## config.mk

```make
export PLATFORM = sky130hd
export DESIGN_NAME = fetch_issue
export DESIGN_NICKNAME = d
export VERILOG_FILES = /design/src/rtl/fetch_issue_pkg.sv /design/src/rtl/fetch_predecode.sv /design/src/rtl/fetch_issue.sv
export SDC_FILE = /design/constraint.sdc
export NUM_CORES = 1
export LEC_CHECK = 0
export ABC_AREA = 1
export CELL_PAD_IN_SITES_DETAIL_PLACEMENT = 1
export CELL_PAD_IN_SITES_GLOBAL_PLACEMENT = 2
export CORE_MARGIN = 3
export CORE_UTILIZATION = 25
export CTS_BUF_LIST = sky130_fd_sc_hd__clkbuf_8
export CTS_CLUSTER_DIAMETER = 80
export DETAILED_ROUTE_END_ITERATION = 12
export MAX_ROUTING_LAYER = met4
export PLACE_DENSITY_LB_ADDON = 0.1
export SLEW_MARGIN = 20
export SYNTH_ARGS = -nofsm -noshare
export SYNTH_HDL_FRONTEND = slang
export SYNTH_SLANG_ARGS = --single-unit
```

## constraint.sdc

```tcl
create_clock -name clk_i -period 3.6 [get_ports clk_i]
set_input_delay 0.72 -clock clk_i [delete_from_list [all_inputs] [get_ports clk_i]]
set_output_delay 0.72 -clock clk_i [all_outputs]
set_load 0.05 [all_outputs]
```

## src/rtl/fetch_issue_pkg.sv

```systemverilog
// Shared definitions for the fetch issue stage: FSM encodings, pre-decode bit map,
// RV32IM major opcodes and small PC helpers.
package fetch_issue_pkg;

  localparam int OPC_INFO_BITS = 10;

  localparam logic [1:0] ST_RUN  = 2'd0;
  localparam logic [1:0] ST_WAIT = 2'd1;
  localparam logic [1:0] ST_HOLD = 2'd2;
  localparam logic [1:0] ST_DROP = 2'd3;

  localparam int INFO_BRANCH  = 0;
  localparam int INFO_JAL     = 1;
  localparam int INFO_JALR    = 2;
  localparam int INFO_LOAD    = 3;
  localparam int INFO_STORE   = 4;
  localparam int INFO_MUL     = 5;
  localparam int INFO_DIV     = 6;
  localparam int INFO_CSR     = 7;
  localparam int INFO_RD_NZ   = 8;
  localparam int INFO_ILLEGAL = 9;

  localparam logic [6:0] OPC_LUI      = 7'b0110111;
  localparam logic [6:0] OPC_AUIPC    = 7'b0010111;
  localparam logic [6:0] OPC_JAL      = 7'b1101111;
  localparam logic [6:0] OPC_JALR     = 7'b1100111;
  localparam logic [6:0] OPC_BRANCH   = 7'b1100011;
  localparam logic [6:0] OPC_LOAD     = 7'b0000011;
  localparam logic [6:0] OPC_STORE    = 7'b0100011;
  localparam logic [6:0] OPC_OP_IMM   = 7'b0010011;
  localparam logic [6:0] OPC_OP       = 7'b0110011;
  localparam logic [6:0] OPC_MISC_MEM = 7'b0001111;
  localparam logic [6:0] OPC_SYSTEM   = 7'b1110011;

  localparam logic [6:0] F7_BASE   = 7'b0000000;
  localparam logic [6:0] F7_ALT    = 7'b0100000;
  localparam logic [6:0] F7_MULDIV = 7'b0000001;

  typedef struct packed {
    logic [31:0] pc;
    logic [1:0]  pred;
  } req_tag_t;

  function automatic logic [31:0] pair_align(input logic [31:0] pc);
    return pc & ~32'd7;
  endfunction

endpackage

```

## src/rtl/fetch_predecode.sv

```systemverilog
// Pre-decodes one RV32IM instruction into the per-slot info vector consumed by the
// fetch FIFO and decode.
module fetch_predecode
  import fetch_issue_pkg::*;
#(
  parameter int OPC_INFO_W = 10
) (
  input  logic [31:0]           inst_i,
  output logic [OPC_INFO_W-1:0] info_o
);

  logic [6:0] opcode;
  logic [2:0] funct3;
  logic [6:0] funct7;
  logic [4:0] rd;
  logic       is_muldiv;
  logic       known;
  logic       writes_rd;
  logic [OPC_INFO_BITS-1:0] info;
  logic       unused_fields;

  assign opcode        = inst_i[6:0];
  assign rd            = inst_i[11:7];
  assign funct3        = inst_i[14:12];
  assign funct7        = inst_i[31:25];
  assign is_muldiv     = (opcode == OPC_OP) && (funct7 == F7_MULDIV);
  assign unused_fields = ^inst_i[24:15];

  always_comb begin
    info      = '0;
    known     = 1'b0;
    writes_rd = 1'b0;
    case (opcode)
      OPC_LUI, OPC_AUIPC: begin
        known     = 1'b1;
        writes_rd = 1'b1;
      end
      OPC_JAL: begin
        known          = 1'b1;
        writes_rd      = 1'b1;
        info[INFO_JAL] = 1'b1;
      end
      OPC_JALR: begin
        known           = (funct3 == 3'd0);
        writes_rd       = 1'b1;
        info[INFO_JALR] = 1'b1;
      end
      OPC_BRANCH: begin
        known             = (funct3 != 3'd2) && (funct3 != 3'd3);
        info[INFO_BRANCH] = 1'b1;
      end
      OPC_LOAD: begin
        known           = (funct3 != 3'd3) && (funct3 != 3'd6) && (funct3 != 3'd7);
        writes_rd       = 1'b1;
        info[INFO_LOAD] = 1'b1;
      end
      OPC_STORE: begin
        known            = (funct3 <= 3'd2);
        info[INFO_STORE] = 1'b1;
      end
      OPC_OP_IMM: begin
        // Only the shift-immediate forms constrain funct7.
        if (funct3 == 3'd1)      known = (funct7 == F7_BASE);
        else if (funct3 == 3'd5) known = (funct7 == F7_BASE) || (funct7 == F7_ALT);
        else                     known = 1'b1;
        writes_rd = 1'b1;
      end
      OPC_OP: begin
        known = (funct7 == F7_BASE) || is_muldiv ||
                ((funct7 == F7_ALT) && ((funct3 == 3'd0) || (funct3 == 3'd5)));
        writes_rd      = 1'b1;
        info[INFO_MUL] = is_muldiv && !funct3[2];
        info[INFO_DIV] = is_muldiv && funct3[2];
      end
      OPC_MISC_MEM: known = 1'b1;
      OPC_SYSTEM: begin
        known          = (funct3 != 3'd4);
        info[INFO_CSR] = (funct3 != 3'd0);
        writes_rd      = (funct3 != 3'd0);
      end
      default: known = 1'b0;
    endcase
    info[INFO_RD_NZ]   = writes_rd && (rd != 5'd0);
    info[INFO_ILLEGAL] = !known;
  end

  for (genvar gi = 0; gi < OPC_INFO_W; gi++) begin : g_info
    if (gi < OPC_INFO_BITS) begin : g_bit
      assign info_o[gi] = info[gi];
    end else begin : g_pad
      assign info_o[gi] = 1'b0;
    end
  end

endmodule

```

## src/rtl/fetch_issue.sv

```systemverilog
// Fetch producer: owns the fetch PC, keeps one I-cache pair read in flight and pushes
// responses (with PC, prediction and pre-decode) into the fetch FIFO.
module fetch_issue
  import fetch_issue_pkg::*;
#(
  parameter logic [31:0] BOOT_VECTOR = 32'h0000_0000,
  parameter int          OPC_INFO_W  = 10
) (
  input  logic                  clk_i,
  input  logic                  rst_i,
  input  logic                  branch_request_i,
  input  logic [31:0]           branch_pc_i,
  input  logic                  bp_taken_i,
  input  logic                  bp_slot_i,
  input  logic [31:0]           bp_target_i,
  output logic                  icache_rd_o,
  output logic [31:0]           icache_pc_o,
  input  logic                  icache_accept_i,
  input  logic                  icache_valid_i,
  input  logic [63:0]           icache_inst_i,
  output logic                  fifo_flush_o,
  output logic                  fifo_push_o,
  input  logic                  fifo_accept_i,
  output logic [31:0]           fifo_pc_o,
  output logic [1:0]            fifo_pred_o,
  output logic [63:0]           fifo_data_o,
  output logic [OPC_INFO_W-1:0] fifo_info0_o,
  output logic [OPC_INFO_W-1:0] fifo_info1_o
);

  logic [1:0]  state_q, state_d;
  logic [31:0] pc_q, pc_d;
  req_tag_t    tag_q, tag_d;
  logic [63:0] skid_q, skid_d;
  logic        push;
  logic        outstanding;
  logic [63:0] push_data;
  logic [OPC_INFO_W-1:0] info [2];

  // A redirect orphans any read that is in flight now or is being accepted this cycle.
  assign outstanding = ((state_q == ST_WAIT) && !icache_valid_i) ||
                       ((state_q == ST_DROP) && !icache_valid_i) ||
                       ((state_q == ST_RUN)  && icache_accept_i);

  always_comb begin
    state_d = state_q;
    pc_d    = pc_q;
    tag_d   = tag_q;
    skid_d  = skid_q;
    push    = 1'b0;
    if (branch_request_i) begin
      pc_d    = branch_pc_i;
      skid_d  = '0;
      state_d = outstanding ? ST_DROP : ST_RUN;
    end else begin
      case (state_q)
        ST_RUN: begin
          if (icache_accept_i) begin
            tag_d.pc   = pc_q;
            tag_d.pred = {bp_taken_i & bp_slot_i, bp_taken_i & ~bp_slot_i};
            pc_d       = bp_taken_i ? bp_target_i : pc_q + 32'd8;
            state_d    = ST_WAIT;
          end
        end
        ST_WAIT: begin
          if (icache_valid_i) begin
            if (fifo_accept_i) begin
              push    = 1'b1;
              state_d = ST_RUN;
            end else begin
              skid_d  = icache_inst_i;
              state_d = ST_HOLD;
            end
          end
        end
        ST_HOLD: begin
          if (fifo_accept_i) begin
            push    = 1'b1;
            state_d = ST_RUN;
          end
        end
        ST_DROP: begin
          if (icache_valid_i) state_d = ST_RUN;
        end
        default: state_d = ST_RUN;
      endcase
    end
  end

  always_ff @(posedge clk_i) begin
    if (!rst_i) begin
      state_q <= ST_RUN;
      pc_q    <= pair_align(BOOT_VECTOR);
      tag_q   <= '0;
      skid_q  <= '0;
    end else begin
      state_q <= state_d;
      pc_q    <= pc_d;
      tag_q   <= tag_d;
      skid_q  <= skid_d;
    end
  end

  assign push_data = (state_q == ST_HOLD) ? skid_q : icache_inst_i;

  // Outputs are held quiet while reset is asserted; only the request address shows.
  assign icache_rd_o  = rst_i && (state_q == ST_RUN);
  assign icache_pc_o  = pair_align(pc_q);
  assign fifo_flush_o = rst_i && branch_request_i;
  assign fifo_push_o  = rst_i && push;
  assign fifo_pc_o    = rst_i ? tag_q.pc : 32'd0;
  assign fifo_pred_o  = rst_i ? tag_q.pred : 2'd0;
  assign fifo_data_o  = rst_i ? push_data : 64'd0;

  for (genvar gi = 0; gi < 2; gi++) begin : g_predecode
    fetch_predecode #(.OPC_INFO_W(OPC_INFO_W)) u_predecode (
      .inst_i (fifo_data_o[32*gi +: 32]),
      .info_o (info[gi])
    );
  end

  assign fifo_info0_o = info[0];
  assign fifo_info1_o = info[1];

endmodule
```

Yosys cells after proc, flatten, opt, wreduce, memory -nomap -nowiden
Index checks and enable logic that the tools add are counted.
{"block": "totals", "ff_bits": 132, "inputBits": 136, "output_inout_bits": 153, "elab_cells": 160}
{"block": "classes", "add_sub_neg": 1, "order_cmp": 2, "n_eq_ne": 47, "muxes": 42, "bitwise": 6, "reduce_logical": 57}
{"operator": "$mux W32", "n": 5}
{"operator": "$mux W64", "n": 2}
{"operator": "$eq A7 B6 Y1 const B", "n": 8}
{"operator": "$eq A7 B7 Y1 const B", "n": 8}
{"operator": "$add A32 B4 Y32 const B", "n": 1}
{"operator": "$ne A3 B3 Y1 const B", "n": 10}
{"operator": "$eq A7 B5 Y1 const B", "n": 4}
{"operator": "$logic_and A1 B1 Y1", "n": 22}
{"operator": "$mux W2", "n": 10}
{"operator": "$mux W1", "n": 19}
{"operator": "$pmux W1 S8", "n": 2}
{"operator": "$eq A7 B1 Y1 const B", "n": 2}
{"operator": "$eq A7 B2 Y1 const B", "n": 2}
{"operator": "$eq A7 B4 Y1 const B", "n": 2}
{"operator": "$logic_not A7 Y1", "n": 2}
{"operator": "$reduce_or A7 Y1", "n": 2}
{"operator": "$ne A3 B2 Y1 const B", "n": 4}
{"operator": "$logic_or A1 B1 Y1", "n": 10}
{"operator": "$reduce_bool A5 Y1", "n": 2}
{"operator": "$pmux W2 S4", "n": 1}
{"operator": "$reduce_or A4 Y1", "n": 2}
{"operator": "$eq A3 B1 Y1 const B", "n": 2}
{"operator": "$eq A3 B3 Y1 const B", "n": 2}
{"operator": "$le A3 B2 Y1 const B", "n": 2}
{"operator": "14 further kinds", "n": 29}

Logic depth before layout (Yosys ltp)
{"block": "depth", "depth_word": 9, "depth_mapped": 15, "ltp_nobuf": 15}

Cells and area by module
Synthesis repeated with hierarchy kept, for this count alone.
{"block": "unflattened", "hier_cells": 1364, "area_unflattened_um2": 8204.1}
{"module": "fetch_issue", "n_inst": 1, "cells_per_inst": 1188, "area_each_um2": 7413.4, "seq_area_each_um2": 2642.5}
{"module": "fetch_predecode", "n_inst": 2, "cells_per_inst": 88, "area_each_um2": 395.4, "seq_area_each_um2": 0.0}

Least setup slack after synthesis
Ideal clock, no wire load.
{"block": "synth_timing", "path_kind": "input port to output port", "from": "input rst_i", "to": "output fifo_info1_o[0]", "arrival_ps": 3443, "t_required_ps": 2880, "setup_slack_ps": -563, "stages": 5, "n_path_buf": 1, "cell_sequence": "buf_4 -> nand2_1 -> nor2_1 -> nand2_1 -> nor4_1"}
{"block": "synth_via", "elab_chain_len": 3}
{"element": "from (decl)", "line": "fetch_issue.sv:10", "text": "input logic rst_i,"}
{"element": "$mux W64", "line": "fetch_issue.sv:113", "text": "assign fifo_data_o = rst_i ? push_data : 64'd0;"}
{"element": "net fifo_data_o[32]", "line": "fetch_issue.sv:26", "text": "output logic [63:0] fifo_data_o,"}
{"element": "$eq A7 B7 Y1", "line": "fetch_predecode.sv:33", "text": "case (opcode)"}
{"element": "$mux W1", "line": "fetch_predecode.sv:33"}
{"element": "to (decl)", "line": "fetch_issue.sv:28", "text": "output logic [OPC_INFO_W-1:0] fifo_info1_o"}
The timed path passes the listed nets, and every way through them passes these cells.

Worst setup path after layout
{"block": "layout_timing", "from": "register state_q[0]", "to": "output fifo_info0_o[9]"}
{"block": "layout_via", "elab_chain_len": 9}
{"element": "from (decl)", "line": "fetch_issue.sv:31", "text": "logic [1:0] state_q, state_d;"}
{"element": "from (signal assigned)", "line": "fetch_issue.sv:97", "text": "state_q <= state_d;"}
{"element": "$eq A2 B2 Y1 (*)", "line": "fetch_issue.sv:104", "text": "assign push_data = (state_q == ST_HOLD) ? skid_q : icache_inst_i;"}
{"element": "$mux W64 (*)", "line": "fetch_issue.sv:104"}
{"element": "$mux W64 (*)", "line": "fetch_issue.sv:113"}
{"element": "$eq A7 B6 Y1, or another cell as far along", "line": "fetch_predecode.sv:64, fetch_predecode.sv:70"}
{"element": "$logic_or A1 B1 Y1, or another cell as far along", "line": "fetch_predecode.sv:64", "text": "else if (funct3 == 3'd5) known = (funct7 == F7_BASE) || (funct7 == F7_ALT);"}
{"element": "$mux W1, or another cell as far along", "line": "fetch_predecode.sv:64"}
{"element": "$mux W1 / $logic_or A1 B1 Y1 (equally long branches)", "line": "fetch_predecode.sv:63, fetch_predecode.sv:69"}
{"element": "$pmux W1 S8 (*)", "line": "fetch_predecode.sv:33"}
{"element": "$logic_not A1 Y1 (*)", "line": "fetch_predecode.sv:84", "text": "info[INFO_ILLEGAL] = !known;"}
{"element": "to (decl)", "line": "fetch_issue.sv:27", "text": "output logic [OPC_INFO_W-1:0] fifo_info0_o,"}
Mark *: on every way between the ends. The rest lies on a longest branch, timed or not.

==> out/qor.json <==
{
  "final_worst_clock_skew": {"value": 25.5, "unit": "ps"},
  "reg2reg_setup_slack": {"value": 1420, "unit": "ps"},
  "min-delay-path-class": {"value": "reg -> reg"},
  "synth_area_leaders": {"value": "dfxtp_1 (33%), nand2_1 (11%), o21ai_0 (10%), nor2_1 (9.0%), inv_1 (7.8%)"},
  "yosys.area.top_type": {"value": "dfxtp_1"},
  "multiInputGateArea": {"value": 4310, "unit": "µm²"},
  "run_status": {"value": "completed"},
  "average_size_of_a_mapped_cell": {"value": 6.20, "unit": "µm²"},
  "count_of_synthesis_stage_warnings_from_yosys": {"value": 0},
  "finalSetupViolCount": {"value": 0},
  "post_synth_and_or_nand_nor_area_fraction": {"value": 28.8, "unit": "%"},
  "timing.setup.critical_path_class": {"value": "reg -> out"},
  "clock_insertion_delay_worst_skew": {"value": 460, "unit": "ps"},
  "instances_no_fill": {"value": 1988},
  "final_design_area_no_fill": {"value": 12300, "unit": "µm²"},
  "layout-drive-gt1-share": {"value": 14.8, "unit": "%"},
  "drt_iter0_drc": {"value": 441},
  "arrival": {"value": 2610, "unit": "ps"},
  "maximum_fanout_along_the_worst_path": {"value": 23},
  "worstHoldPathCells": {"value": 2},
  "tritoncts": {"value": "done"},
  "detail_route.vias_per_cell": {"value": 4.59},
  "post_dp_cell_area": {"value": 11700, "unit": "µm²"},
  "count_of_hold_buffers_inserted_by_post_cts_repair": {"value": 0},
  "post_synth_mux_area_share": {"value": 0, "unit": "%"},
  "max_clock_freq": {"value": 300, "unit": "MHz"},
  "worst_hold_startpoint": {"value": "skid_q[29]"},
  "design.core.area": {"value": 31800, "unit": "µm²"},
  "grt_antenna_before_repair": {"value": 1},
  "slew_viol_final": {"value": 0},
  "num_io_pins": {"value": 289},
  "postSynth.asyncResetShare": {"value": 0, "unit": "%"},
  "finalCriticalPeriod": {"value": 3330, "unit": "ps"},
  "ff2ff_path_depth": {"value": 7},
  "end_kind": {"value": "primary output"},
  "hpwlAfterDp": {"value": 25400, "unit": "µm"},
  "rsz0062_at_grt": {"value": "no"},
  "synthesis.instances": {"value": 1309},
  "synth.most_common_cell": {"value": "nand2_1"},
  "grt.total_usage": {"value": 19.6, "unit": "%"},
  "layout-area-overhead-vs-synth": {"value": 50.9, "unit": "%"},
  "grt_max_degree": {"value": 72},
  "grt_first_pass_wirelength": {"value": 52000, "unit": "µm"},
  "first_pass_iters": {"value": 6},
  "ys_seq_elements": {"value": 132},
  "power_density_over_the_cells": {"value": 407, "unit": "nW/µm²"},
  "htree_levels": {"value": 4},
  "setup.worst_path.start_class": {"value": "register"},
  "synth_xor_xnor_area_share": {"value": 1.19, "unit": "%"},
  "maxCapViolCount": {"value": 0},
  "fp.dieArea": {"value": 34700, "unit": "µm²"},
  "place.detailed.instances": {"value": 1951},
  "power.leakage": {"value": 5.49, "unit": "nW"},
  "worstReg2RegStart": {"value": "state_q[0]"},
  "synth.yosys.seq_area_share": {"value": 32.5, "unit": "%"},
  "core.rowCount": {"value": 65},
  "synth_top_family_by_area": {"value": "simple AND/OR/NAND/NOR gates"},
  "hold_viol": {"value": 0},
  "fillers": {"value": 3985},
  "remaining_antenna_violation_count": {"value": 0},
  "avgRoutedWirePerCell": {"value": 16.9, "unit": "µm"},
  "finalWeightedCongestion": {"value": 0.841},
  "clock_tree.buffer_depth": {"value": 2},
  "synth_top_area_share": {"value": 32.5, "unit": "%"},
  "die_width": {"value": 186, "unit": "µm"},
  "sequential_cell_area": {"value": 2640, "unit": "µm²"},
  "die_h": {"value": 186, "unit": "µm"},
  "max-slew-margin-rel": {"value": 52.6, "unit": "%"},
  "tightest_slew": {"value": 711, "unit": "ps"},
  "synth_compound_area_share": {"value": 21.0, "unit": "%"},
  "period_share": {"value": 92.5, "unit": "%"},
  "synth_adder_area_share": {"value": 0.770, "unit": "%"},
  "end_point_of_the_most_critical_hold_path": {"value": "skid_q[29]"},
  "peakVddDrop": {"value": 0.000181, "unit": "V"},
  "cts-buffers-inserted": {"value": 17},
  "starting_density": {"value": 25.5, "unit": "%"},
  "cell_area_after_technology_mapping": {"value": 8120, "unit": "µm²"},
  "end_of_the_worst_register_to_register_path": {"value": "pc_q[13]"},
  "detailroute.via_count": {"value": 9134},
  "grt_overflow": {"value": 0},
  "cts.reportedPaths.clkPinSlew": {"value": 80, "unit": "ps"},
  "drt_drc_violations_left": {"value": 0},
  "post_synth_most_frequent_cells": {"value": "nand2_1 (235), nor2_1 (195), inv_1 (168)"},
  "grt_pass1_vias": {"value": 9214},
  "synth-edff-count": {"value": 0},
  "final_net_count": {"value": 1678},
  "numPortBuffers": {"value": 285},
  "total_routed_wirelength": {"value": 33500, "unit": "µm"},
  "ys.flop_type": {"value": "dfxtp_1"},
  "synth_cell_types": {"value": 45},
  "clockRootBuffer": {"value": "clkbuf_8"},
  "cts.sink_count": {"value": 132},
  "tns": {"value": 0, "unit": "ps"},
  "critPathRequiredTime": {"value": 2880, "unit": "ps"}
}
[placed cells by master (no fill, tap or decap), types with 4 or more instances in the layout]
cell               n
nor2_2            12
nand3_2            5
nor3_1            14
clkbuf_8          17
a221oi_1          18
ha_1               4
a22oi_1            5
a21oi_1           95
nand2_1          233
buf_4             69
clkdlybuf4s50_1  172
o21ai_1            9
nand2_2            4
nor2_4             8
inv_1            167
buf_12            69
inv_8              5
o21ai_0          167
nand4_1           13
nor2_1           186
nand3_1           65
dfxtp_1          131
inv_2             17
a31oi_1           11
xor2_1            10
[registers in the layout, indices dropped and copies added (netlist names)]
name     flops
skid_q      64
state_q      2
pc_q        32
tag_q       34
[power breakdown]
group          switching, mW  internal, mW  leakage (nW)
Combinational           1.24         0.729          4.21
Clock                  0.777         0.595         0.209
Sequential            0.0894          1.56          1.08
Total                   2.11          2.88          5.49
[routing by layer]
layer  track usage [%]  wire (µm)  vias to the layer above  part of all wire [%]
li1                  -          -                     4627                     -
met1              25.5      15700                     4301                    47
met2              33.1      16200                      187                    48
met3              2.59       1280                       19                   3.8
met4              3.66        356                        0                   1.1
met5                 -          0                        -                     0
[timing repair]
action | 4_1_cts | 5_1_grt
endpoints found under the setup margin | 0 | 8
gates resized for setup | 0 | 18
buffers inserted | 0 | 2
[area by class of cell]
class / instances / area share [%]
multi-input cells: 889 / 35.1
inverters: 185 / 5.66
diodes: 3 / 0.0612
well taps: 435 / 4.44
clock buffers: 17 / 1.91
clock inverters: 15 / 1.52
repair buffers: 312 / 29.7
flip-flops and latches: 132 / 21.6
[logic make-up (layout without fill, tap and decap cells)]
group	Yosys count	after routing
adder cells (fa/ha/maj)	5	5
flip-flops	132	132
other	1	6
AND/OR/NAND/NOR	554	554
XOR/XNOR	11	11
buffers and inverters	290	529
AO/OA/AOI/OAI	316	316
[worst max-delay path by stage]
stage / from / to / slack, ps / depth (start not counted)
2_1_floorplan: rst_i / fifo_info0_o[9] / 20 / 12
3_3_place_gp: icache_inst_i[4] / fifo_info0_o[6] / 330 / 10
3_5_place_dp: icache_inst_i[4] / fifo_info0_o[9] / 320 / 13
4_1_cts: state_q[0] / fifo_info0_o[9] / 30 / 14
5_1_grt: state_q[0] / fifo_info0_o[9] / 2 / 16
6_report: state_q[0] / fifo_info0_o[9] / 270 / 16
[worst max-delay path, cell delays in order, from the launching register on]
cell and delay (ps):
dfxtp_2 350, inv_1 110, ha_4 190, inv_2 70, buf_12 160, nand2_1 70, nand3_1 160, nand2_2 150
inv_2 30, nand2_1 150, nor2_4 60, nand2_1 110, nand3_1 80, nand2_1 70, nand3_1 70, nor2_2 160
buf_12 160
[metrics by stage]
stage | hold WS [ps] | utilization [%] | worst slack (ps) | power, mW
CTS | 462 | 38.3 | 26.0 | 5.05
finish | 458 | 38.6 | 271 | 4.99
detailed placement | 448 | 36.9 | 324 | 3.65
global route | 485 | 38.5 | 2.32 | 5.27
floorplan | 429 | - | 24.2 | 2.84
global placement | 440 | 36.9 | 331 | 3.64
(Power assumes the default switching activity.)
